===== src/rtl/wb_pkg.sv =====
// Shared definitions for the writeback stage: register-file geometry and the
// long-latency result entry carried through the writeback FIFO.
package wb_pkg;

  localparam int REG_ADDR_W = 5;
  localparam int DATA_W     = 32;
  localparam int NUM_REGS   = 32;

  typedef struct packed {
    logic [REG_ADDR_W-1:0] addr;
    logic [DATA_W-1:0]     data;
  } wb_entry_t;

endpackage


===== src/rtl/wb_fifo.sv =====
// Synchronous FIFO of long-latency writeback entries. Head is presented
// combinationally; push into a full FIFO and pop from an empty one are ignored.
module wb_fifo
  import wb_pkg::*;
#(
  parameter int DEPTH = 4
) (
  input  logic      clk,
  input  logic      nrst,
  input  logic      push,
  input  logic      pop,
  input  wb_entry_t din,
  output wb_entry_t head,
  output logic      full,
  output logic      empty
);

  localparam int AW = $clog2(DEPTH);

  wb_entry_t       r_mem [DEPTH];
  logic [AW-1:0]   r_wptr;
  logic [AW-1:0]   r_rptr;
  logic [AW:0]     r_count;
  logic            w_do_push;
  logic            w_do_pop;

  assign full      = (r_count == (AW+1)'(DEPTH));
  assign empty     = (r_count == '0);
  assign head      = r_mem[r_rptr];
  assign w_do_push = push && !full;
  assign w_do_pop  = pop && !empty;

  // Pointer and occupancy bookkeeping; pointers wrap naturally (power-of-2 depth).
  always_ff @(posedge clk) begin
    if (!nrst) begin
      r_wptr  <= '0;
      r_rptr  <= '0;
      r_count <= '0;
    end else begin
      if (w_do_push) r_wptr <= r_wptr + 1'b1;
      if (w_do_pop)  r_rptr <= r_rptr + 1'b1;
      case ({w_do_push, w_do_pop})
        2'b10:   r_count <= r_count + 1'b1;
        2'b01:   r_count <= r_count - 1'b1;
        default: r_count <= r_count;
      endcase
    end
  end

  // Entry storage; data only, so no reset needed.
  always_ff @(posedge clk) begin
    if (w_do_push) r_mem[r_wptr] <= din;
  end

endmodule


===== src/rtl/wb_arbiter.sv =====
// Writeback arbiter: merges ALU and long-latency results into one registered
// register-file write per cycle, bounds FIFO starvation, and tracks pending
// long-latency destinations for decode RAW checks.
// Optional feature macro WB_FWD_EN adds same-cycle forwarding outputs.
module wb_arbiter
  import wb_pkg::*;
#(
  parameter int DEPTH        = 4,
  parameter int STARVE_LIMIT = 3
) (
  input  logic                  clk,
  input  logic                  nrst,
  input  logic                  alu_valid,
  input  logic [REG_ADDR_W-1:0] alu_addr,
  input  logic [DATA_W-1:0]     alu_data,
  output logic                  alu_stall,
  input  logic                  llu_valid,
  output logic                  llu_ready,
  input  logic [REG_ADDR_W-1:0] llu_addr,
  input  logic [DATA_W-1:0]     llu_data,
  input  logic                  iss_valid,
  input  logic [REG_ADDR_W-1:0] iss_addr,
  input  logic [REG_ADDR_W-1:0] chk_addrA,
  input  logic [REG_ADDR_W-1:0] chk_addrB,
  output logic                  busyA,
  output logic                  busyB,
  output logic                  wr_en,
  output logic [REG_ADDR_W-1:0] wr_addr,
  output logic [DATA_W-1:0]     wr_data
`ifdef WB_FWD_EN
  ,
  output logic                  fwd_hitA,
  output logic                  fwd_hitB,
  output logic [DATA_W-1:0]     fwd_dataA,
  output logic [DATA_W-1:0]     fwd_dataB
`endif
);

  localparam int CW = $clog2(STARVE_LIMIT + 1);

  wb_entry_t             w_head;
  wb_entry_t             w_llu_entry;
  logic                  w_full;
  logic                  w_empty;
  logic                  w_ne;
  logic                  w_force;
  logic                  w_pop;
  logic                  w_push;
  logic [CW-1:0]         r_starve;
  logic [NUM_REGS-1:0]   r_busy;
  logic [NUM_REGS-1:0]   w_busy_nxt;
  logic                  r_wr_en;
  logic [REG_ADDR_W-1:0] r_wr_addr;
  logic [DATA_W-1:0]     r_wr_data;

  assign w_llu_entry = '{addr: llu_addr, data: llu_data};

  wb_fifo #(.DEPTH(DEPTH)) u_fifo (
    .clk   (clk),
    .nrst  (nrst),
    .push  (w_push),
    .pop   (w_pop),
    .din   (w_llu_entry),
    .head  (w_head),
    .full  (w_full),
    .empty (w_empty)
  );

  // Arbitration decision: the FIFO head is forced out once it has lost too often.
  always_comb begin
    w_ne    = !w_empty;
    w_force = w_ne && (r_starve == CW'(STARVE_LIMIT));
    w_pop   = w_force || (!alu_valid && w_ne);
    w_push  = llu_valid && !w_full;
  end

  assign alu_stall = alu_valid && w_force;
  assign llu_ready = !w_full;

  // Registered write port and starvation counter; address 0 is consumed silently.
  always_ff @(posedge clk) begin
    if (!nrst) begin
      r_wr_en   <= 1'b0;
      r_wr_addr <= '0;
      r_wr_data <= '0;
      r_starve  <= '0;
    end else if (w_pop) begin
      r_wr_en   <= (w_head.addr != '0);
      r_wr_addr <= w_head.addr;
      r_wr_data <= w_head.data;
      r_starve  <= '0;
    end else if (alu_valid) begin
      r_wr_en   <= (alu_addr != '0);
      r_wr_addr <= alu_addr;
      r_wr_data <= alu_data;
      r_starve  <= w_ne ? r_starve + 1'b1 : '0;
    end else begin
      r_wr_en   <= 1'b0;
      r_starve  <= '0;
    end
  end

  // Scoreboard next state: clear on head pop, then set on issue so set wins.
  always_comb begin
    w_busy_nxt = r_busy;
    if (w_pop) w_busy_nxt[w_head.addr] = 1'b0;
    if (iss_valid && (iss_addr != '0)) w_busy_nxt[iss_addr] = 1'b1;
    w_busy_nxt[0] = 1'b0;
  end

  // Scoreboard register.
  always_ff @(posedge clk) begin
    if (!nrst) r_busy <= '0;
    else       r_busy <= w_busy_nxt;
  end

  // Decode must never issue to a destination that is still pending.
  always_ff @(posedge clk) begin
    if (nrst && iss_valid && (iss_addr != '0)) assert (!r_busy[iss_addr]);
  end

  assign busyA   = r_busy[chk_addrA];
  assign busyB   = r_busy[chk_addrB];
  assign wr_en   = r_wr_en;
  assign wr_addr = r_wr_addr;
  assign wr_data = r_wr_data;

`ifdef WB_FWD_EN
  assign fwd_hitA  = r_wr_en && (r_wr_addr == chk_addrA) && (chk_addrA != '0);
  assign fwd_hitB  = r_wr_en && (r_wr_addr == chk_addrB) && (chk_addrB != '0);
  assign fwd_dataA = r_wr_data;
  assign fwd_dataB = r_wr_data;
`endif

endmodule


===== config.mk =====
export PLATFORM = sky130hd
export DESIGN_NAME = wb_arbiter
export DESIGN_NICKNAME = d
export VERILOG_FILES = /design/src/rtl/wb_pkg.sv /design/src/rtl/wb_fifo.sv /design/src/rtl/wb_arbiter.sv
export SDC_FILE = /design/constraint.sdc
export NUM_CORES = 1
export LEC_CHECK = 0
export ABC_AREA = 0
export CORE_ASPECT_RATIO = 0.8
export CORE_MARGIN = 5
export CORE_UTILIZATION = 59
export DETAILED_ROUTE_END_ITERATION = 10
export PLACE_DENSITY_LB_ADDON = 0.12
export SLEW_MARGIN = 20
export SYNTH_ARGS = -nofsm -noshare
export SYNTH_HDL_FRONTEND = slang
export SYNTH_HIERARCHICAL = 1
export SYNTH_SLANG_ARGS = --single-unit
export TNS_END_PERCENT = 20

===== constraint.sdc =====
create_clock -name clk -period 7.47 [get_ports clk]
set_input_delay 1.494 -clock clk [delete_from_list [all_inputs] [get_ports clk]]
set_output_delay 1.494 -clock clk [all_outputs]
set_load 0.05 [all_outputs]

==> results by stage, run 1 <==
STA:
- The post-route clock period utilization is between 70 and 80%.
- Setup violations remaining at the end of the flow were counted as 0.
- Setup repair after global routing left no endpoint under its margin.
- The smallest clock period supported by the final layout is computed as about 5.4 ns.
- For the pin with the worst max-slew slack, the measured transition is approximately 1.1 ns.
- The count of pins over their slew limit is 0.
- The setup TNS is 0 ns.
- Measured against its own limit, the worst slew margin works out to 26.6%.
- Across the routed clock network, the largest skew measured is between 0.01 and 0.015 ns.
- The highest attainable clock frequency is 185 MHz.
- The final-report hold violation count is 0.
- After layout, the worst setup slack is 2.08 ns.

Pwr:
- The total power divided by cell area is between 300 and 400 nW/um^2.
- Summed over all cells, the static leakage comes to ~3.9 nW.
- IR analysis of the VDD net gives a maximum drop of between 0.0002 and 0.00025 V.
- Power comes to between 3 and 4 mW.

Clocking:
- The TritonCTS buffer count is 24.
- The post-CTS setup buffer count is 0.
- The number of clock sinks seen by CTS is about 230.
- The CTS root buffer is sky130_fd_sc_hd__clkbuf_16.
- Once the clock tree was built, the resizer swapped 0 gates to a different size.
- In this run the number of H-tree levels came out at 1.
- The clock slew seen by the registers of the worst setup and hold paths is ~0.060 ns.
- TritonCTS built the clock tree.
- The quantity of hold-fixing buffers added after cts is 0.
- The later pin in the worst-skew pair is clocked with a latency of a little over 0.5 ns.
- The maximum buffer depth of the clock tree is 3.

Final layout:
- The number of antenna diodes in the final layout is 0.
- The relative area change from synthesis to final layout is 22.9%.
- The area used by sequential logic in the layout is around 6000 sq um.
- Measured on the finished design, the core utilization comes to between 70% and 80%.
- The filler cells instantiated in the layout total between 1000 and 1500.
- Cells with a size suffix above 1 make up a little under an eighth of the layout.
- The most frequent standard cell in the layout excluding fill and tap cells is sky130_fd_sc_hd__edfxtp_1.
- In the final layout, the multi-input gates occupy ~3100 sq um.
- The final design instance area without fill is between 10000 and 15000 sq um.
- Leaving out fill and tap cells, the most frequent cells in the layout are 148 x sky130_fd_sc_hd__edfxtp_1, 134 x sky130_fd_sc_hd__clkdlybuf4s50_1, 78 x sky130_fd_sc_hd__dfxtp_1, 77 x sky130_fd_sc_hd__nor2_1, 46 x sky130_fd_sc_hd__nand2_1.
- After the last flow step, the layout net total stands at roughly 900.

Floorplan:
- After floorplanning, the core was divided into slightly above 40 placement rows.
- In this run the horizontal extent of the chip is 151 um.
- The area of the core is approximately 16000 sq um.
- The floorplan step defined a die boundary enclosing 18700 sq um.
- Measured along the y axis, the die boundary spans about 120 um.
- The count of pins on the block boundary is 136.
- The initial utilization of the core area, before any placement, comes to 60.0%.

Synth:
- In this run the cell area of the synthesized design comes to between 9000 and 10000 sq um.
- When the netlist entered floorplanning its net count stood at ~770.
- Summing the sequential cell areas from Yosys gives between 60% and 70% of the chip area.
- The average cell area after synthesis is ~14 sq um.
- After technology mapping, the gate count stands at about 670.
- The number of register bits inferred by synthesis is around 230.
- The biggest area contributor in the post-synthesis netlist is sky130_fd_sc_hd__edfxtp_1.
- For this run, the number of Yosys warnings is 6.
- In the post-synthesis netlist, the biggest area contributors are sky130_fd_sc_hd__edfxtp_1 47%, sky130_fd_sc_hd__dfxtp_1 17%, sky130_fd_sc_hd__mux4_2 10%.
- After synthesis, the netlist uses 51 different library cells.
- The area share of the largest cell type after synthesis is between 40% and 50%.

GRT:
- The total track usage is 23.0%.
- The number of antenna violations at the first check in global routing is 1.
- The number of global-route vias before repair was ~6300.
- Global routing finished with a remaining overflow of 0.
- The first global-routing pass estimated between 30000 and 40000 um of wire.
- The maximum number of pins on one net before global-route repair is slightly above 80.

Drt:
- The number of detailed-route iterations in the first pass is 5.
- The initial DRC count is roughly 550.
- For this block, the via count after detailed routing is between 6000 and 7000.
- For this run, design rule violations remaining after detail routing come to 0.
- The final antenna-violating net count is 0.
- For this block, the routed nets add up to 21200 um of wire.
- Dividing the detail-routed via count by the number of cells gives roughly 6.
- The routed wire length per instance is just over 20 um.

Critical path:
- The critical path in this run is classified as in2out.
- The worst setup path is launched from an input port.
- The data arrival time of the critical path is a little under 4 ns.
- The reg-to-reg setup timing slack is between 4 and 5 ns.
- Counting cells, the worst reg-to-reg path comes to 5.
- Along the worst path, the maximum fanout reaches 10.
- The endpoint class of the critical path is a primary output.
- The worst register-to-register path ends at r_busy[29].
- The data required time of the worst path is ~6.0 ns.

Hold path:
- The destination of the worst hold path is r_starve[0].
- The kind of path behind the tightest hold check is reg2reg.
- The worst hold path startpoint is r_starve[0].
- Along the worst hold path, the cell count comes to 1.

Place:
- The minimum setup slack after placement is between 2 and 2.5 ns.
- The post-detailed-placement cell area is 10900 sq um.
- The congestion estimate from routability-driven global placement came to around 0.86.
- Buffers placed on the I/O ports in this run total around 140.
- The HPWL reported at the end of detailed placement is approximately 13000 um.

Flow run:
- The tool flagged a number of max-cap violations equal to 0.

Outcome:
- The run finished with clean final reports.
per-stage QoR:
| step | std cells | hold slack (ns) |
|---|---|---|
| 2_1_floorplan | 672 | 0.398 |
| 3_5_place_dp | 985 | 0.423 |
| 4_1_cts | 1029 | 0.435 |
| 6_report | 1029 | 0.440 |
| 3_3_place_gp | 985 | 0.407 |
| 5_1_grt | 1029 | 0.451 |
state kept, by name, indices dropped and copies added, names as in the netlist, named ones only:
name and count:
u_fifo/r_count 3, u_fifo/r_rptr 2, wr_en 1, r_starve 2, r_busy 31, wr_data 32, u_fifo/r_wptr 2, u_fifo/r_mem 148
wr_addr 5
routing by layer:
metal  part of all wire (%)  GRT usage [%]
met5                  0.061              0
met4                    1.6           4.81
met3                    7.4           5.17
met2                     48           38.2
met1                     43           31.8
cells by family after synthesis:
family	synth area share, %
adder cells (fa/ha/maj)	1.01
AND/OR/NAND/NOR	9.53
multiplexers	12.5
AO/OA/AOI/OAI	9.55
buffers and inverters	3.23
flip-flops	64.0
XOR/XNOR	0.186
synthesized netlist by cell type (all sizes together):
master,n
a22oi,4
xor2,1
nor2b,8
nand2b,8
nand3,9
nor3b,5
buf,28
or4b,1
inv,13
o211ai,2
o21ai,41
and3b,3
nand4b,2
ha,6
xnor2,1
o2111ai,2
o2111a,1
a21boi,33
a211oi,2
a21oi,8
mux4,43
o22ai,3
nand3b,3
nand4,4
dfxtp,80
nand4bb,1
and3,3
o221ai,34
fa,1
and2,7
or3b,2
mux2i,21
nand2,46
nor3,3
or4,1
nor2,77
or3,3
clkbuf,14
edfxtp,148
power by group:
group	leakage, nW	switching (mW)	internal [mW]
logic	1.51	0.608	0.359
clock network	0.362	0.450	0.654
registers	2.02	0.0679	1.52
worst max-delay path by stage:
stage	from	cells after the start	slack, ns	to
floorplan	chk_addrA[0]	5	3.11	busyA
global placement	chk_addrB[1]	6	2.12	busyB
detailed placement	chk_addrB[1]	6	2.10	busyB
CTS	chk_addrB[1]	6	2.09	busyB
global route	chk_addrB[1]	6	2.01	busyB
finish	chk_addrB[1]	6	2.08	busyB
cell type report:
class / count / share of cell area [%]
multi-input combinational: 389 / 26.8
timing repair buffer: 140 / 11.9
tap: 215 / 2.32
clock inverter: 6 / 0.280
clock buffer: 38 / 6.16
sequential: 228 / 52.1
inverter: 13 / 0.421
worst max-delay path, cell delays in order:
cell	delay, ns
sky130_fd_sc_hd__clkdlybuf4s50_1	0.72
sky130_fd_sc_hd__mux4_2	0.55
sky130_fd_sc_hd__nand2b_1	0.15
sky130_fd_sc_hd__o211ai_1	0.12
sky130_fd_sc_hd__nand4_1	0.13
sky130_fd_sc_hd__clkdlybuf4s50_1	0.72
Note: power is estimated with default switching activity, not from simulation.
==> run 2: changes to the inputs <==
CORE_UTILIZATION = 49   (was 59)
clock period = 4.9 ns   (was 7.47 ns; I/O delays follow)
==> run 2 against run 1 <==
  * First-iteration DRC count fell by 9.9%
  * Clock skew fell by 0.0012 ns
  * Sequential power rose by 54%
  * Critical path depth did not move
  * Final area rose by 1.4%
  * Highest routed layer unchanged
==> results by stage, run 2 (same netlist as run 1, synthesis figures left out) <==
Outcome:
- The run finished with clean final reports.

GRT:
- The global-route wire length before repair is approximately 35000 um.
- The total track usage is about a fifth.
- The number of global-route vias before repair came to ~6400.
- The remaining global-route overflow is 0.
- Entering global routing, the biggest net connects a little over 60 pins.
- The number of antenna violations at the first check in global routing is 1.

Clocking:
- The quantity of hold-fixing buffers added after cts is 0.
- The cell sitting at the root of the clock tree is a sky130_fd_sc_hd__clkbuf_16.
- In this run, post-CTS repair resized a total of 0 instances.
- Clock latency on the worst-skew pair, taken at its later pin, is roughly 0.5 ns.
- The maximum buffer depth of the clock tree is 3.
- The TritonCTS buffer count is 24.
- The clock slew seen by the registers of the worst setup and hold paths is 0.06 ns.
- The CTS tree is yes.
- Once the clock tree was built, the setup fixing pass inserted 0 buffers.
- CTS saw around 230 sinks.
- In this run the number of H-tree levels came out at 1.

Drt:
- The via-per-instance ratio is between 5 and 6.
- The wire length reported by the detailed router is 22000 um.
- The number of detailed-route iterations in the first pass is 7.
- In the final routed layout, each cell accounts on average for slightly above 20 um.
- The initial DRC count is around 500.
- In this run the remaining antenna-violating nets after routing total 0.
- The number of remaining DRC errors is 0.
- The via count is between 6000 and 7000.

Floorplan:
- The number of rows in the core area is between 40 and 50.
- The chip height is approximately 130 um.
- In this run the horizontal extent of the chip is around 170 um.
- For this configuration, the core starts out at a cell density of between 40 and 50%.
- The die covers between 20000 and 25000 sq um.
- The total area inside the core boundary comes to 19000 sq um.
- The count of pins on the block boundary is between 100 and 150.

Place:
- Routability-driven placement finished with a final weighted congestion of a little under 0.8.
- Timing analysis after detailed placement gives a worst setup slack of 0.513 ns.
- Counting tap cells, the placed design contains a total of between 1000 and 1500 instances.
- After legalization and detailed placement, the total HPWL measured 14300 um.
- The post-detailed-placement cell area is roughly 11000 sq um.
- In this run the tool buffered the top-level ports with approximately 140 buffer cells.

Critical path:
- The worst setup path is launched from an input port.
- The most numerous cell type found on the critical path is sky130_fd_sc_hd__clkdlybuf4s50_1.
- The type of the worst setup path is in2out.
- The cell with the largest stage delay on the worst path is sky130_fd_sc_hd__clkdlybuf4s50_1.
- The endpoint class of the critical path is a primary output.
- On the worst path, the slowest cell contributes a delay of approximately 0.74 ns.
- The data arrival time of the critical path is 3.42 ns.
- The signal on the critical path passes through clkdlybuf4s50_1, mux4_2, nand2b_1, o211ai_1, nand4_1, clkdlybuf4s50_1.
- The worst-path maximum fanout is 10.
- For the worst setup path, the data required time is ~3.9 ns.

Pwr:
- Summed over all cells, the static leakage comes to between 3 and 4 nW.
- The total power divided by cell area is between 400 and 500 nW/um^2.
- The total power draw is 5.80 mW.
- The peak supply drop is approximately 0.00031 V.

Final layout:
- The library cell used most frequently in the layout, excluding fill and tap cells, is sky130_fd_sc_hd__edfxtp_1.
- Excluding fillers, the count of instances in the completed layout stands at approximately 1100.
- The final-layout fill cell count is around 1500.
- The count of antenna diodes in the layout is 0.
- The register with the most flip-flops in the final layout is u_fifo/r_mem.
- The proportion of layout cells with a drive suffix above 1 is between 10% and 20%.
- Cells fill 62.0% of the core in the end.
- After the last flow step, the layout net total stands at between 800 and 900.
- The number of flip-flops under the largest register name is 148.
- The library cells used most frequently in the layout, excluding fill and tap cells, are 148 x sky130_fd_sc_hd__edfxtp_1, 134 x sky130_fd_sc_hd__clkdlybuf4s50_1, 78 x sky130_fd_sc_hd__dfxtp_1, 77 x sky130_fd_sc_hd__nor2_1, 46 x sky130_fd_sc_hd__nand2_1.
- Summing all non-filler instances in the final layout gives an area of 11800 sq um.
- The relative area change from synthesis to final layout is 24.5%.

Hold path:
- The kind of path behind the tightest hold check is reg2reg.

STA:
- The slew at the pin closest to its max-slew limit is 1.09 ns.
- Setup violations remaining at the end of the flow were counted as 0.
- Setup repair after global routing left no endpoint under its margin.
- The worst path uses roughly 90% of the clock period.
- The final-report hold violation count came to 0.
- The worst-case hold slack is between 0.4 and 0.5 ns.
- After layout, the minimum clock period comes to ~4.4 ns.
- Measured against its own limit, the worst slew margin works out to between 20% and 30%.
- The post-route clock skew is between 0.008 and 0.009 ns.
- Summed over all failing endpoints, the final setup total negative slack is 0 ns.
- The minimum setup slack in the final design is roughly 0.50 ns.
- The highest attainable clock frequency is between 200 and 250 MHz.
- The count of pins over their slew limit is 0.

Flow run:
- The max capacitance violation total is 0.
## run 2: layer usage
layer,part of all wire (%),vias up,global-route usage [%]
met5,0.032,-,0
met4,2.3,2,5.40
met3,6.9,40,4.18
met2,47,212,32.2
met1,44,3023,28.0
li1,-,2821,-
## run 2: path summary, 6_finish.rpt
| kind | from | to | slack [ns] | cells after the start |
|---|---|---|---|---|
| setup / recovery | chk_addrA[1] | busyA | 0.50 | 6 |
| hold reg to reg | r_starve[0] | r_starve[0] | 0.42 | 1 |
| hold / removal | r_starve[0] | r_starve[0] | 0.42 | 1 |
| setup reg to reg | u_fifo/r_count[0] | u_fifo/r_count[2] | 2.22 | 12 |
## run 2: layout make-up
class / instances / area [sq um] / share of cell area [%]
sequential: 228 / 6050 / 51.4
inverter: 13 / 48.8 / 0.415
clock buffer: 34 / 722 / 6.14
multi-input combinational: 389 / 3110 / 26.4
timing repair buffer: 140 / 1380 / 11.8
tap: 258 / 323 / 2.74
clock inverter: 10 / 131 / 1.12
## run 2: critical path, delay by kind of cell
| family | cells | cell delay (ns) |
|---|---|---|
| buf+inv | 2 | 1.48 |
| mux | 1 | 0.54 |
| simple gates | 2 | 0.30 |
| compound gates | 1 | 0.11 |
## run 2: where the power goes
group	leakage [nW]	switching [mW]	internal (mW)	total (mW)
clock	0.413	0.727	1.19	1.91
sequential	2.02	0.133	2.31	2.45
combinational	1.51	0.892	0.545	1.44
total	3.94	1.75	4.05	5.80
